**src/rtl/twd_trans_splitter_ipa_pkg.sv**
```systemverilog
// Shared definitions for the 2D transaction splitter (package mchan_twd_pkg_ipa).
//   - default width constants (the *_DEF names; modules take them as parameter defaults)
//   - twd_entry_t: one 2D parameter queue entry, stride in the MSBs and row_len in the LSBs
//   - split_state_e: the splitter FSM states
package mchan_twd_pkg_ipa;

  localparam int ADD_WIDTH_DEF           = 32;
  localparam int LEN_WIDTH_DEF           = 16;
  localparam int ROWLEN_WIDTH_DEF        = 16;
  localparam int STRIDE_WIDTH_DEF        = 16;
  localparam int TWD_QUEUE_ADD_WIDTH_DEF = 2;
  localparam int TWD_QUEUE_WIDTH_DEF     = STRIDE_WIDTH_DEF + ROWLEN_WIDTH_DEF;

  typedef struct packed {
    logic [STRIDE_WIDTH_DEF-1:0] stride;
    logic [ROWLEN_WIDTH_DEF-1:0] row_len;
  } twd_entry_t;

  typedef enum logic {
    IDLE  = 1'b0,
    SPLIT = 1'b1
  } split_state_e;

endpackage

```
**src/rtl/twd_trans_splitter_ipa_if.sv**
```systemverilog
// Bus bundle for the 2D transaction splitter.
//   cmd_*  : command handshake (req/gnt) and command fields
//   twd_*  : read port into the 2D parameter queue (combinational read data)
//   out_*  : 1D row request handshake (req/gnt) and row fields
// Modports:
//   master : command source / queue / row consumer side
//   slave  : the splitter
interface twd_trans_splitter_ipa_if
  import mchan_twd_pkg_ipa::*;
#(
  parameter int ADD_WIDTH           = ADD_WIDTH_DEF,
  parameter int LEN_WIDTH           = LEN_WIDTH_DEF,
  parameter int TWD_QUEUE_ADD_WIDTH = TWD_QUEUE_ADD_WIDTH_DEF,
  parameter int TWD_QUEUE_WIDTH     = TWD_QUEUE_WIDTH_DEF
) ();

  logic                           cmd_req_i;
  logic                           cmd_gnt_o;
  logic [ADD_WIDTH-1:0]           cmd_ext_add_i;
  logic [ADD_WIDTH-1:0]           cmd_tcdm_add_i;
  logic [LEN_WIDTH-1:0]           cmd_len_i;
  logic                           cmd_opc_i;
  logic                           cmd_twd_i;
  logic [TWD_QUEUE_ADD_WIDTH-1:0] cmd_twd_add_i;

  logic                           twd_rd_req_o;
  logic [TWD_QUEUE_ADD_WIDTH-1:0] twd_rd_add_o;
  logic [TWD_QUEUE_WIDTH-1:0]     twd_rd_dat_i;

  logic                           out_req_o;
  logic                           out_gnt_i;
  logic [ADD_WIDTH-1:0]           out_ext_add_o;
  logic [ADD_WIDTH-1:0]           out_tcdm_add_o;
  logic [LEN_WIDTH-1:0]           out_len_o;
  logic                           out_opc_o;
  logic                           out_last_o;

  modport master (
    output cmd_req_i, cmd_ext_add_i, cmd_tcdm_add_i, cmd_len_i, cmd_opc_i, cmd_twd_i, cmd_twd_add_i,
    input  cmd_gnt_o,
    input  twd_rd_req_o, twd_rd_add_o,
    output twd_rd_dat_i,
    input  out_req_o, out_ext_add_o, out_tcdm_add_o, out_len_o, out_opc_o, out_last_o,
    output out_gnt_i
  );

  modport slave (
    input  cmd_req_i, cmd_ext_add_i, cmd_tcdm_add_i, cmd_len_i, cmd_opc_i, cmd_twd_i, cmd_twd_add_i,
    output cmd_gnt_o,
    output twd_rd_req_o, twd_rd_add_o,
    input  twd_rd_dat_i,
    output out_req_o, out_ext_add_o, out_tcdm_add_o, out_len_o, out_opc_o, out_last_o,
    input  out_gnt_i
  );

endinterface

```
**src/rtl/twd_trans_splitter_ipa.sv**
```systemverilog
// Splits one DMA command at a time into 1D row requests. 2D commands fetch
// {stride, row_len} from the parameter queue on acceptance (the read frees the
// slot); 1D commands become a single row.
// Ports:
//   clk_i, rst_ni : clock, asynchronous active-low reset
//   bus           : twd_trans_splitter_ipa_if.slave (cmd / queue read / row request)
//   busy_o        : FSM not IDLE
//   err_o         : only with TWD_SPLIT_ERR_EN defined; sticky flag for a 2D
//                   command carrying row_len==0 (the command is dropped)
// Optional feature macro: TWD_SPLIT_ERR_EN
module twd_trans_splitter_ipa
  import mchan_twd_pkg_ipa::*;
#(
  parameter int ADD_WIDTH           = ADD_WIDTH_DEF,
  parameter int LEN_WIDTH           = LEN_WIDTH_DEF,
  parameter int ROWLEN_WIDTH        = ROWLEN_WIDTH_DEF,
  parameter int STRIDE_WIDTH        = STRIDE_WIDTH_DEF,
  parameter int TWD_QUEUE_ADD_WIDTH = TWD_QUEUE_ADD_WIDTH_DEF,
  parameter int TWD_QUEUE_WIDTH     = STRIDE_WIDTH + ROWLEN_WIDTH
) (
  input  logic clk_i,
  input  logic rst_ni,
  twd_trans_splitter_ipa_if.slave bus,
  output logic busy_o
`ifdef TWD_SPLIT_ERR_EN
  ,
  output logic err_o
`endif
);

  function automatic logic [LEN_WIDTH-1:0] chunk_of(input logic [LEN_WIDTH-1:0] rem,
                                                    input logic [LEN_WIDTH-1:0] row);
    return (rem < row) ? rem : row;
  endfunction

  split_state_e            state_q;
  logic [ADD_WIDTH-1:0]    ext_q, tcdm_q;
  logic [LEN_WIDTH-1:0]    rem_q, row_q;
  logic [STRIDE_WIDTH-1:0] stride_q;
  logic                    opc_q;

  logic                    in_split, last, accept, row_zero, drop;
  logic [LEN_WIDTH-1:0]    chunk, ent_row, nxt_row;
  logic [STRIDE_WIDTH-1:0] ent_stride;
  logic [ADD_WIDTH-1:0]    stride_sx;

  assign in_split = (state_q == SPLIT);
  assign chunk    = chunk_of(rem_q, row_q);
  assign last     = (rem_q <= row_q);

  // Gnt also opens on the final row grant so a waiting command is taken
  // without an idle cycle between commands.
  assign bus.cmd_gnt_o = !in_split || (last && bus.out_gnt_i);
  assign accept        = bus.cmd_req_i && bus.cmd_gnt_o;

  assign bus.twd_rd_req_o = accept && bus.cmd_twd_i;
  assign bus.twd_rd_add_o = bus.twd_rd_req_o ? bus.cmd_twd_add_i : '0;

  assign ent_stride = bus.twd_rd_dat_i[TWD_QUEUE_WIDTH-1 -: STRIDE_WIDTH];
  assign ent_row    = LEN_WIDTH'(bus.twd_rd_dat_i[ROWLEN_WIDTH-1:0]);
  assign row_zero   = bus.cmd_twd_i && (ent_row == '0);
  // A zero row length would never make progress; fall back to one full-length row.
  assign nxt_row    = (bus.cmd_twd_i && !row_zero) ? ent_row : bus.cmd_len_i;

`ifdef TWD_SPLIT_ERR_EN
  assign drop = row_zero;
`else
  assign drop = 1'b0;
`endif

  assign stride_sx = {{(ADD_WIDTH-STRIDE_WIDTH){stride_q[STRIDE_WIDTH-1]}}, stride_q};

  // Length/last are masked in IDLE: stale registers would otherwise show last=1.
  assign bus.out_req_o      = in_split;
  assign bus.out_ext_add_o  = ext_q;
  assign bus.out_tcdm_add_o = tcdm_q;
  assign bus.out_opc_o      = opc_q;
  assign bus.out_len_o      = in_split ? chunk : '0;
  assign bus.out_last_o     = in_split && last;
  assign busy_o             = in_split;

`ifdef TWD_SPLIT_ERR_EN
  logic err_q;
  assign err_o = err_q;
`endif

  always_ff @(posedge clk_i or negedge rst_ni) begin
    if (!rst_ni) begin
      state_q  <= IDLE;
      ext_q    <= '0;
      tcdm_q   <= '0;
      rem_q    <= '0;
      row_q    <= '0;
      stride_q <= '0;
      opc_q    <= 1'b0;
`ifdef TWD_SPLIT_ERR_EN
      err_q    <= 1'b0;
`endif
    end else if (accept) begin
      ext_q    <= bus.cmd_ext_add_i;
      tcdm_q   <= bus.cmd_tcdm_add_i;
      opc_q    <= bus.cmd_opc_i;
      rem_q    <= bus.cmd_len_i;
      row_q    <= nxt_row;
      stride_q <= bus.cmd_twd_i ? ent_stride : '0;
      state_q  <= ((bus.cmd_len_i != '0) && !drop) ? SPLIT : IDLE;
`ifdef TWD_SPLIT_ERR_EN
      err_q    <= err_q | drop;
`endif
    end else if (in_split && bus.out_gnt_i) begin
      ext_q  <= ext_q + stride_sx;
      tcdm_q <= tcdm_q + ADD_WIDTH'(chunk);
      rem_q  <= rem_q - chunk;
      if (last) state_q <= IDLE;
    end
  end

endmodule

```
**src/flat_wrapper.sv**
```systemverilog
// flat-port wrapper written by rule: the top's interface ports become plain ports
module twd_trans_splitter_ipa_flat import mchan_twd_pkg_ipa::*;
#(
  parameter int ADD_WIDTH           = ADD_WIDTH_DEF,
  parameter int LEN_WIDTH           = LEN_WIDTH_DEF,
  parameter int ROWLEN_WIDTH        = ROWLEN_WIDTH_DEF,
  parameter int STRIDE_WIDTH        = STRIDE_WIDTH_DEF,
  parameter int TWD_QUEUE_ADD_WIDTH = TWD_QUEUE_ADD_WIDTH_DEF,
  parameter int TWD_QUEUE_WIDTH     = STRIDE_WIDTH + ROWLEN_WIDTH
)
  (clk_i, rst_ni, busy_o, bus_cmd_req_i, bus_cmd_ext_add_i, bus_cmd_tcdm_add_i, bus_cmd_len_i, bus_cmd_opc_i, bus_cmd_twd_i, bus_cmd_twd_add_i, bus_cmd_gnt_o, bus_twd_rd_req_o, bus_twd_rd_add_o, bus_twd_rd_dat_i, bus_out_req_o, bus_out_ext_add_o, bus_out_tcdm_add_o, bus_out_len_o, bus_out_opc_o, bus_out_last_o, bus_out_gnt_i);
  twd_trans_splitter_ipa_if #(.ADD_WIDTH(ADD_WIDTH), .LEN_WIDTH(LEN_WIDTH), .TWD_QUEUE_ADD_WIDTH(TWD_QUEUE_ADD_WIDTH), .TWD_QUEUE_WIDTH(TWD_QUEUE_WIDTH)) bus_i ();
  input  logic clk_i;
  input  logic rst_ni;
  output logic busy_o;
  input wire logic [$bits(bus_i.cmd_req_i)-1:0] bus_cmd_req_i;
  input wire logic [$bits(bus_i.cmd_ext_add_i)-1:0] bus_cmd_ext_add_i;
  input wire logic [$bits(bus_i.cmd_tcdm_add_i)-1:0] bus_cmd_tcdm_add_i;
  input wire logic [$bits(bus_i.cmd_len_i)-1:0] bus_cmd_len_i;
  input wire logic [$bits(bus_i.cmd_opc_i)-1:0] bus_cmd_opc_i;
  input wire logic [$bits(bus_i.cmd_twd_i)-1:0] bus_cmd_twd_i;
  input wire logic [$bits(bus_i.cmd_twd_add_i)-1:0] bus_cmd_twd_add_i;
  output wire logic [$bits(bus_i.cmd_gnt_o)-1:0] bus_cmd_gnt_o;
  output wire logic [$bits(bus_i.twd_rd_req_o)-1:0] bus_twd_rd_req_o;
  output wire logic [$bits(bus_i.twd_rd_add_o)-1:0] bus_twd_rd_add_o;
  input wire logic [$bits(bus_i.twd_rd_dat_i)-1:0] bus_twd_rd_dat_i;
  output wire logic [$bits(bus_i.out_req_o)-1:0] bus_out_req_o;
  output wire logic [$bits(bus_i.out_ext_add_o)-1:0] bus_out_ext_add_o;
  output wire logic [$bits(bus_i.out_tcdm_add_o)-1:0] bus_out_tcdm_add_o;
  output wire logic [$bits(bus_i.out_len_o)-1:0] bus_out_len_o;
  output wire logic [$bits(bus_i.out_opc_o)-1:0] bus_out_opc_o;
  output wire logic [$bits(bus_i.out_last_o)-1:0] bus_out_last_o;
  input wire logic [$bits(bus_i.out_gnt_i)-1:0] bus_out_gnt_i;
  assign bus_i.cmd_req_i = bus_cmd_req_i;
  assign bus_i.cmd_ext_add_i = bus_cmd_ext_add_i;
  assign bus_i.cmd_tcdm_add_i = bus_cmd_tcdm_add_i;
  assign bus_i.cmd_len_i = bus_cmd_len_i;
  assign bus_i.cmd_opc_i = bus_cmd_opc_i;
  assign bus_i.cmd_twd_i = bus_cmd_twd_i;
  assign bus_i.cmd_twd_add_i = bus_cmd_twd_add_i;
  assign bus_cmd_gnt_o = bus_i.cmd_gnt_o;
  assign bus_twd_rd_req_o = bus_i.twd_rd_req_o;
  assign bus_twd_rd_add_o = bus_i.twd_rd_add_o;
  assign bus_i.twd_rd_dat_i = bus_twd_rd_dat_i;
  assign bus_out_req_o = bus_i.out_req_o;
  assign bus_out_ext_add_o = bus_i.out_ext_add_o;
  assign bus_out_tcdm_add_o = bus_i.out_tcdm_add_o;
  assign bus_out_len_o = bus_i.out_len_o;
  assign bus_out_opc_o = bus_i.out_opc_o;
  assign bus_out_last_o = bus_i.out_last_o;
  assign bus_i.out_gnt_i = bus_out_gnt_i;
  twd_trans_splitter_ipa #(.ADD_WIDTH(ADD_WIDTH), .LEN_WIDTH(LEN_WIDTH), .ROWLEN_WIDTH(ROWLEN_WIDTH), .STRIDE_WIDTH(STRIDE_WIDTH), .TWD_QUEUE_ADD_WIDTH(TWD_QUEUE_ADD_WIDTH), .TWD_QUEUE_WIDTH(TWD_QUEUE_WIDTH)) u_core (.clk_i(clk_i), .rst_ni(rst_ni), .bus(bus_i), .busy_o(busy_o));
endmodule
```
**config.mk**
```make
export PLATFORM = sky130hd
export DESIGN_NAME = twd_trans_splitter_ipa_flat
export DESIGN_NICKNAME = d
export VERILOG_FILES = /design/src/rtl/twd_trans_splitter_ipa_pkg.sv /design/src/rtl/twd_trans_splitter_ipa_if.sv /design/src/rtl/twd_trans_splitter_ipa.sv /design/src/flat_wrapper.sv
export SDC_FILE = /design/constraint.sdc
export NUM_CORES = 1
export LEC_CHECK = 0
export CAP_MARGIN = 10
export CORE_MARGIN = 3
export CORE_UTILIZATION = 35
export CTS_CLUSTER_DIAMETER = 150
export CTS_CLUSTER_SIZE = 28
export DETAILED_ROUTE_END_ITERATION = 7
export PLACE_DENSITY = 0.58
export SYNTH_ARGS = -nofsm -noshare
export SYNTH_HDL_FRONTEND = slang
export SYNTH_SLANG_ARGS = --single-unit
```
**constraint.sdc**
```tcl
create_clock -name clk_i -period 6.4 [get_ports clk_i]
set_clock_uncertainty 0.1 [all_clocks]
set_input_delay 1.28 -clock clk_i [delete_from_list [all_inputs] [get_ports clk_i]]
set_output_delay 1.28 -clock clk_i [all_outputs]
set_load 0.01 [all_outputs]
```
## Yosys cells after proc, flatten, opt, wreduce, memory -nomap -nowiden

Cells that the tools add are included.

| storage, ports and cells | value |
|---|---|
| register bits after elaboration | 114 |
| latch bits | 0 |
| memory bits (writable) | 0 |
| ROM bits | 0 |
| input bits | 120 |
| output and inout bits | 88 |
| memories kept | 0 |

| operators by class | value |
|---|---|
| add/sub/neg operators | 3 |
| multiply operators | 0 |
| div/mod/pow operators | 0 |
| order comparisons | 2 |
| equal/unequal tests | 0 |
| shift operators | 0 |
| mux-type cells | 15 |
| bitwise operators | 0 |
| reductions and logical operators | 15 |

Operators with widths:

| cell | number |
|---|---|
| $mux 32 | 4 |
| $mux 16 | 6 |
| $add 32x16->32 | 1 |
| $add 32x32->32 | 1 |
| $le 16x16->1 | 1 |
| $logic_not 16->1 | 1 |
| $lt 16x16->1 | 1 |
| $reduce_bool 16->1 | 1 |
| $sub 16x16->16 | 1 |
| $logic_and 1x1->1 | 7 |
| $mux 1 | 4 |
| $reduce_bool 2->1 | 2 |
| $logic_not 1->1 | 2 |
| $mux 2 | 1 |
| $reduce_and 2->1 | 1 |
| $logic_or 1x1->1 | 1 |

## Logic depth before layout (Yosys ltp)

| logic depth | value |
|---|---|
| word-level depth | 6 |
| depth in mapped cells | 23 |

## Worst setup path after synthesis

Ideal clock, no wire load.

| timing | value |
|---|---|
| kind | register to register |
| start | register u_core.rem_q[9] |
| end | register u_core.tcdm_q[29], in the netlist u_core.bus.out_tcdm_add_o[29] |
| setup time | 0.137 ns |
| arrival | 4.305 ns |
| data required time | 6.163 ns |
| slack | 1.858 ns |
| stages on the path, launching flop included | 22 |
| path buffers | 3 |
| period minus slack after synthesis | 4.542 ns |
| path through | dfrtp_1 -> ha_1 -> a21o_1 -> a21o_1 -> a21oi_1 -> o22ai_1 -> or3_1 -> clkbuf_1 -> buf_2 -> a21oi_1 -> inv_1 -> ha_1 -> a21o_1 -> a21oi_1 -> o21ai_1 -> a21oi_2 -> a21oi_1 -> or3_1 -> clkbuf_1 -> a31o_1 -> a21oi_1 -> a21oi_1 |

| between the ends | value |
|---|---|
| word-level cells in the longest chain between the ends | 5 |
| elaborated cells on any way between the ends | 10 |
| classes of those cells | 1 x add/sub; 2 x order compare; 3 x mux; 4 x reduce/logical |

Ends and longest elaborated chain:

| item | line | source |
|---|---|---|
| from (decl) | twd_trans_splitter_ipa.sv:38 | `logic [LEN_WIDTH-1:0] rem_q, row_q;` |
| from (signal assigned) | twd_trans_splitter_ipa.sv:103 | `rem_q <= bus.cmd_len_i;` |
| from (signal assigned) | twd_trans_splitter_ipa.sv:113 | `rem_q <= rem_q - chunk;` |
| $lt 16x16->1 / $le 16x16->1 (equally long branches) | twd_trans_splitter_ipa.sv:33, twd_trans_splitter_ipa.sv:49 |  |
| $mux 16 / $logic_and 1x1->1 (equally long branches) | twd_trans_splitter_ipa.sv:33, twd_trans_splitter_ipa.sv:53 |  |
| $add 32x16->32 / $logic_or 1x1->1 (equally long branches) | twd_trans_splitter_ipa.sv:112, twd_trans_splitter_ipa.sv:53 |  |
| $mux 32 / $logic_and 1x1->1 (equally long branches) | twd_trans_splitter_ipa.sv:110, twd_trans_splitter_ipa.sv:54 |  |
| $mux 32 / $reduce_bool 2->1 (equally long branches) | n/a |  |
| to (signal assigned) | twd_trans_splitter_ipa.sv:101 | `tcdm_q <= bus.cmd_tcdm_add_i;` |
| to (signal assigned) | twd_trans_splitter_ipa.sv:112 | `tcdm_q <= tcdm_q + ADD_WIDTH'(chunk);` |
| to (decl) | twd_trans_splitter_ipa.sv:37 | `logic [ADD_WIDTH-1:0] ext_q, tcdm_q;` |

Parallel ways exist; a longest one is shown, timed or not. The select of a mux whose other input is x is not followed.
A chain may end at the register's enable or synchronous reset.

## Worst setup path after layout

| timing | value |
|---|---|
| start | register u_core.row_q[9] |
| end | output bus_out_len_o[15] |

| between the ends | value |
|---|---|
| word-level cells in the longest chain between the ends | 3 |

Ends and longest elaborated chain:

| item | line | source |
|---|---|---|
| from (decl) | twd_trans_splitter_ipa.sv:38 |  |
| from (signal assigned) | twd_trans_splitter_ipa.sv:104 | `row_q <= nxt_row;` |
| $lt 16x16->1 | twd_trans_splitter_ipa.sv:33 | `return (rem < row) ? rem : row;` |
| $mux 16 | twd_trans_splitter_ipa.sv:33 |  |
| $mux 16 | twd_trans_splitter_ipa.sv:78 | `assign bus.out_len_o = in_split ? chunk : '0;` |
| to (decl) | flat_wrapper.sv:30 | `output wire logic [$bits(bus_i.out_len_o)-1:0] bus_out_len_o;` |

No other way between the ends.

==> metrics.txt <==
outcome=complete, no violations; Resized Gates After CTS=0; Critical Path AT=3900 ps; DRC=0; post-DP HPWL=22470 um; hold crit path type=reg -> reg; Cells after DPL=1625; max layer used=met5; RSZ-0062 raised after global routing=false; die extent in y=166.8 um; clock slew at reported path FFs=60 ps; Final Setup Violations=0; CTS tree=yes; post-synth top area cell=dfrtp_1; flop2flop setup slack=1200 ps; Worst Path Required=5020 ps; CTS HTree Levels=4; M1 WL=13620 um; fin crit share=0.8252; Remaining Overflow, GRT=0; Main synth FF type=dfrtp_1; initial antenna violation count=2; CTS root buf=clkbuf_16; vias in the first global route=8866; Post-synth EDFFs=0; wire length of the first global-routing pass=48320 um; Final Hold Fails=0; Clock Latency Late Sink=420 ps; core area=25330 um^2; cts hold-fix bufs=0; Port Buffers=207; Synth top area share=0.3152; library cells used by synthesis=71; TritonCTS Sinks=114; Tmin final=5281 ps; WL met2=13870 um; fin cells=1655; Routed met3 length=1956 um; # Post-CTS Setup Buffers=0; Worst setup EP type=primary output; full die area=27820 um^2; CP Class=reg -> out; fmax=0.1894 GHz; syn nets=1331; Slew @ Worst Pin=1016 ps; Synth area leaders=dfrtp_1, ha_1, a21oi_1; fin nets=1515; post-synthesis average cell area=8.009 um^2; Initial Util=0.3573; Netlist Area Pre-Place=9050 um^2; row cnt=58; via count=8991; Initial DRC Count=516; worst-path maximum fanout=12; Synth async-reset ratio=1.000; # IOs=208; DIE WIDTH=166.8 um; aggregate global-route resource usage=0.2136; Rel. slew slack=0.3230; setup ws final=1119 ps; Mapped Cells=1130; CP startpoint kind=register; setup TNS=0 ps; # Max-Cap Violations=0; mean routed wirelength per cell=18.10 um; Fill cells=2546; Detail Route Antenna Nets=0; DRT Wirelength=29950 um; Place WS=1205 ps; Warnings, synthesis=0; DR pass1 iterations=5; flops & latches, synth=114; Vias/cell=5.433; CTS Buffer Depth=2; Num CTS Buffers=17; area delta synth->final=32.70%; layout cell share with drive strength beyond 1=0.04154; GP Congestion=0.8569; largest net degree at the start of global routing=76; Slew Limit Fails=0; final design utilization=0.4742; post-synthesis sequential area ratio=0.3152
area by class of cell:
type / count / area [um^2] / area share
timing repair buffer: 218 / 2152 / 0.1792
antenna: 1 / 2.502 / 0.0002084
clock inverter: 5 / 75.07 / 0.006251
tap: 330 / 412.9 / 0.03438
inverter: 54 / 202.7 / 0.01688
sequential: 114 / 2853 / 0.2376
clock buffer: 24 / 511.7 / 0.04261
multi-input combinational: 909 / 5799 / 0.4829
through the flow:
stage               area (um^2)  hold WS, ps
floorplan                  9050        342.8
global placement          11420        356.0
detailed placement        11420        361.8
CTS                       12010        375.2
global route              12010        389.6
finish                    12010        373.5
path summary, 6_finish.rpt:
| check | from | to | depth (start not counted) |
|---|---|---|---|
| setup / recovery | u_core.row_q[9] | bus_out_len_o[15] | 11 |
| hold / removal | u_core.stride_q[3] | u_core.stride_q[3] | 2 |
| setup reg to reg | u_core.row_q[9] | u_core.bus.out_tcdm_add_o[30] | 20 |
| hold reg to reg | u_core.stride_q[3] | u_core.stride_q[3] | 2 |
| max in group asynchronous | rst_ni | u_core.bus.out_ext_add_o[1] | 2 |
| min in group asynchronous | rst_ni | u_core.bus.out_ext_add_o[25] | 1 |
worst max-delay path, cell delays in order, from the launching register on:
cell and delay [ps]:
dfrtp_1 360, inv_1 50, ha_1 310, a21o_1 180
a21o_1 170, a21oi_1 190, o22ai_1 170, or3_1 630
buf_4 310, mux2_1 430, and2_1 190, clkdlybuf4s50_1 470
layer usage:
layer / vias up / global-route usage
li1: 4455 / -
met1: 4247 / 0.2834
met2: 248 / 0.3507
met3: 37 / 0.05222
met4: 4 / 0.05595
met5: - / 0
cells in the mapped netlist, types with 7 or more instances:
| cell | number |
|---|---|
| a22oi_1 | 8 |
| a21oi_1 | 114 |
| nand4_1 | 9 |
| nor2_1 | 109 |
| o21ai_1 | 30 |
| o21a_1 | 10 |
| a31oi_1 | 18 |
| a211oi_1 | 13 |
| a21o_1 | 35 |
| and3_1 | 12 |
| and2_1 | 7 |
| nor2b_1 | 9 |
| a311oi_1 | 7 |
| clkbuf_1 | 33 |
| nand2b_1 | 12 |
| dfrtp_1 | 114 |
| o22ai_1 | 13 |
| nor3_1 | 12 |
| mux2i_1 | 33 |
| buf_2 | 14 |
| inv_1 | 53 |
| nor4_1 | 11 |
| nand2_1 | 148 |
| or3_1 | 9 |
| nand3_1 | 36 |
| xnor2_1 | 15 |
| ha_1 | 78 |
| xor2_1 | 23 |
| o21ai_0 | 70 |
cell families (layout without fill, tap and decap cells):
logic type | count (synthesis) | in the layout | share of synthesized area
multiplexers | 34 | 34 | 0.03774
adder cells (fa/ha/maj) | 81 | 81 | 0.1145
AO/OA/AOI/OAI | 372 | 372 | 0.2579
AND/OR/NAND/NOR | 384 | 384 | 0.1895
flip-flops | 114 | 114 | 0.3152
buffers and inverters | 107 | 301 | 0.04839
other | 0 | 1 | 0
XOR/XNOR | 38 | 38 | 0.03678
cell usage in the layout (no fill, tap or decap), types with 15 or more instances in the layout:
master             n
clkbuf_16         17
o21ai_0           70
ha_1              78
xor2_1            23
a31oi_1           18
clkdlybuf4s50_1  206
a21oi_1          113
nor2_1           109
nand3_1           36
xnor2_1           15
nand2_1          147
dfrtp_1          114
inv_1             53
mux2i_1           33
a21o_1            35
o21ai_1           29
registers in the layout (all words and copies together) (netlist names):
register / cells
u_core.bus.out_tcdm_add_o: 32
u_core.bus.out_ext_add_o: 32
u_core.bus.out_opc_o: 1
u_core.stride_q: 16
u_core.bus.out_req_o: 1
u_core.rem_q: 16
u_core.row_q: 16
Power is left out: the tool's default activity adds up to more than one toggle a clock period on the data nets, which glitch-free logic cannot reach.
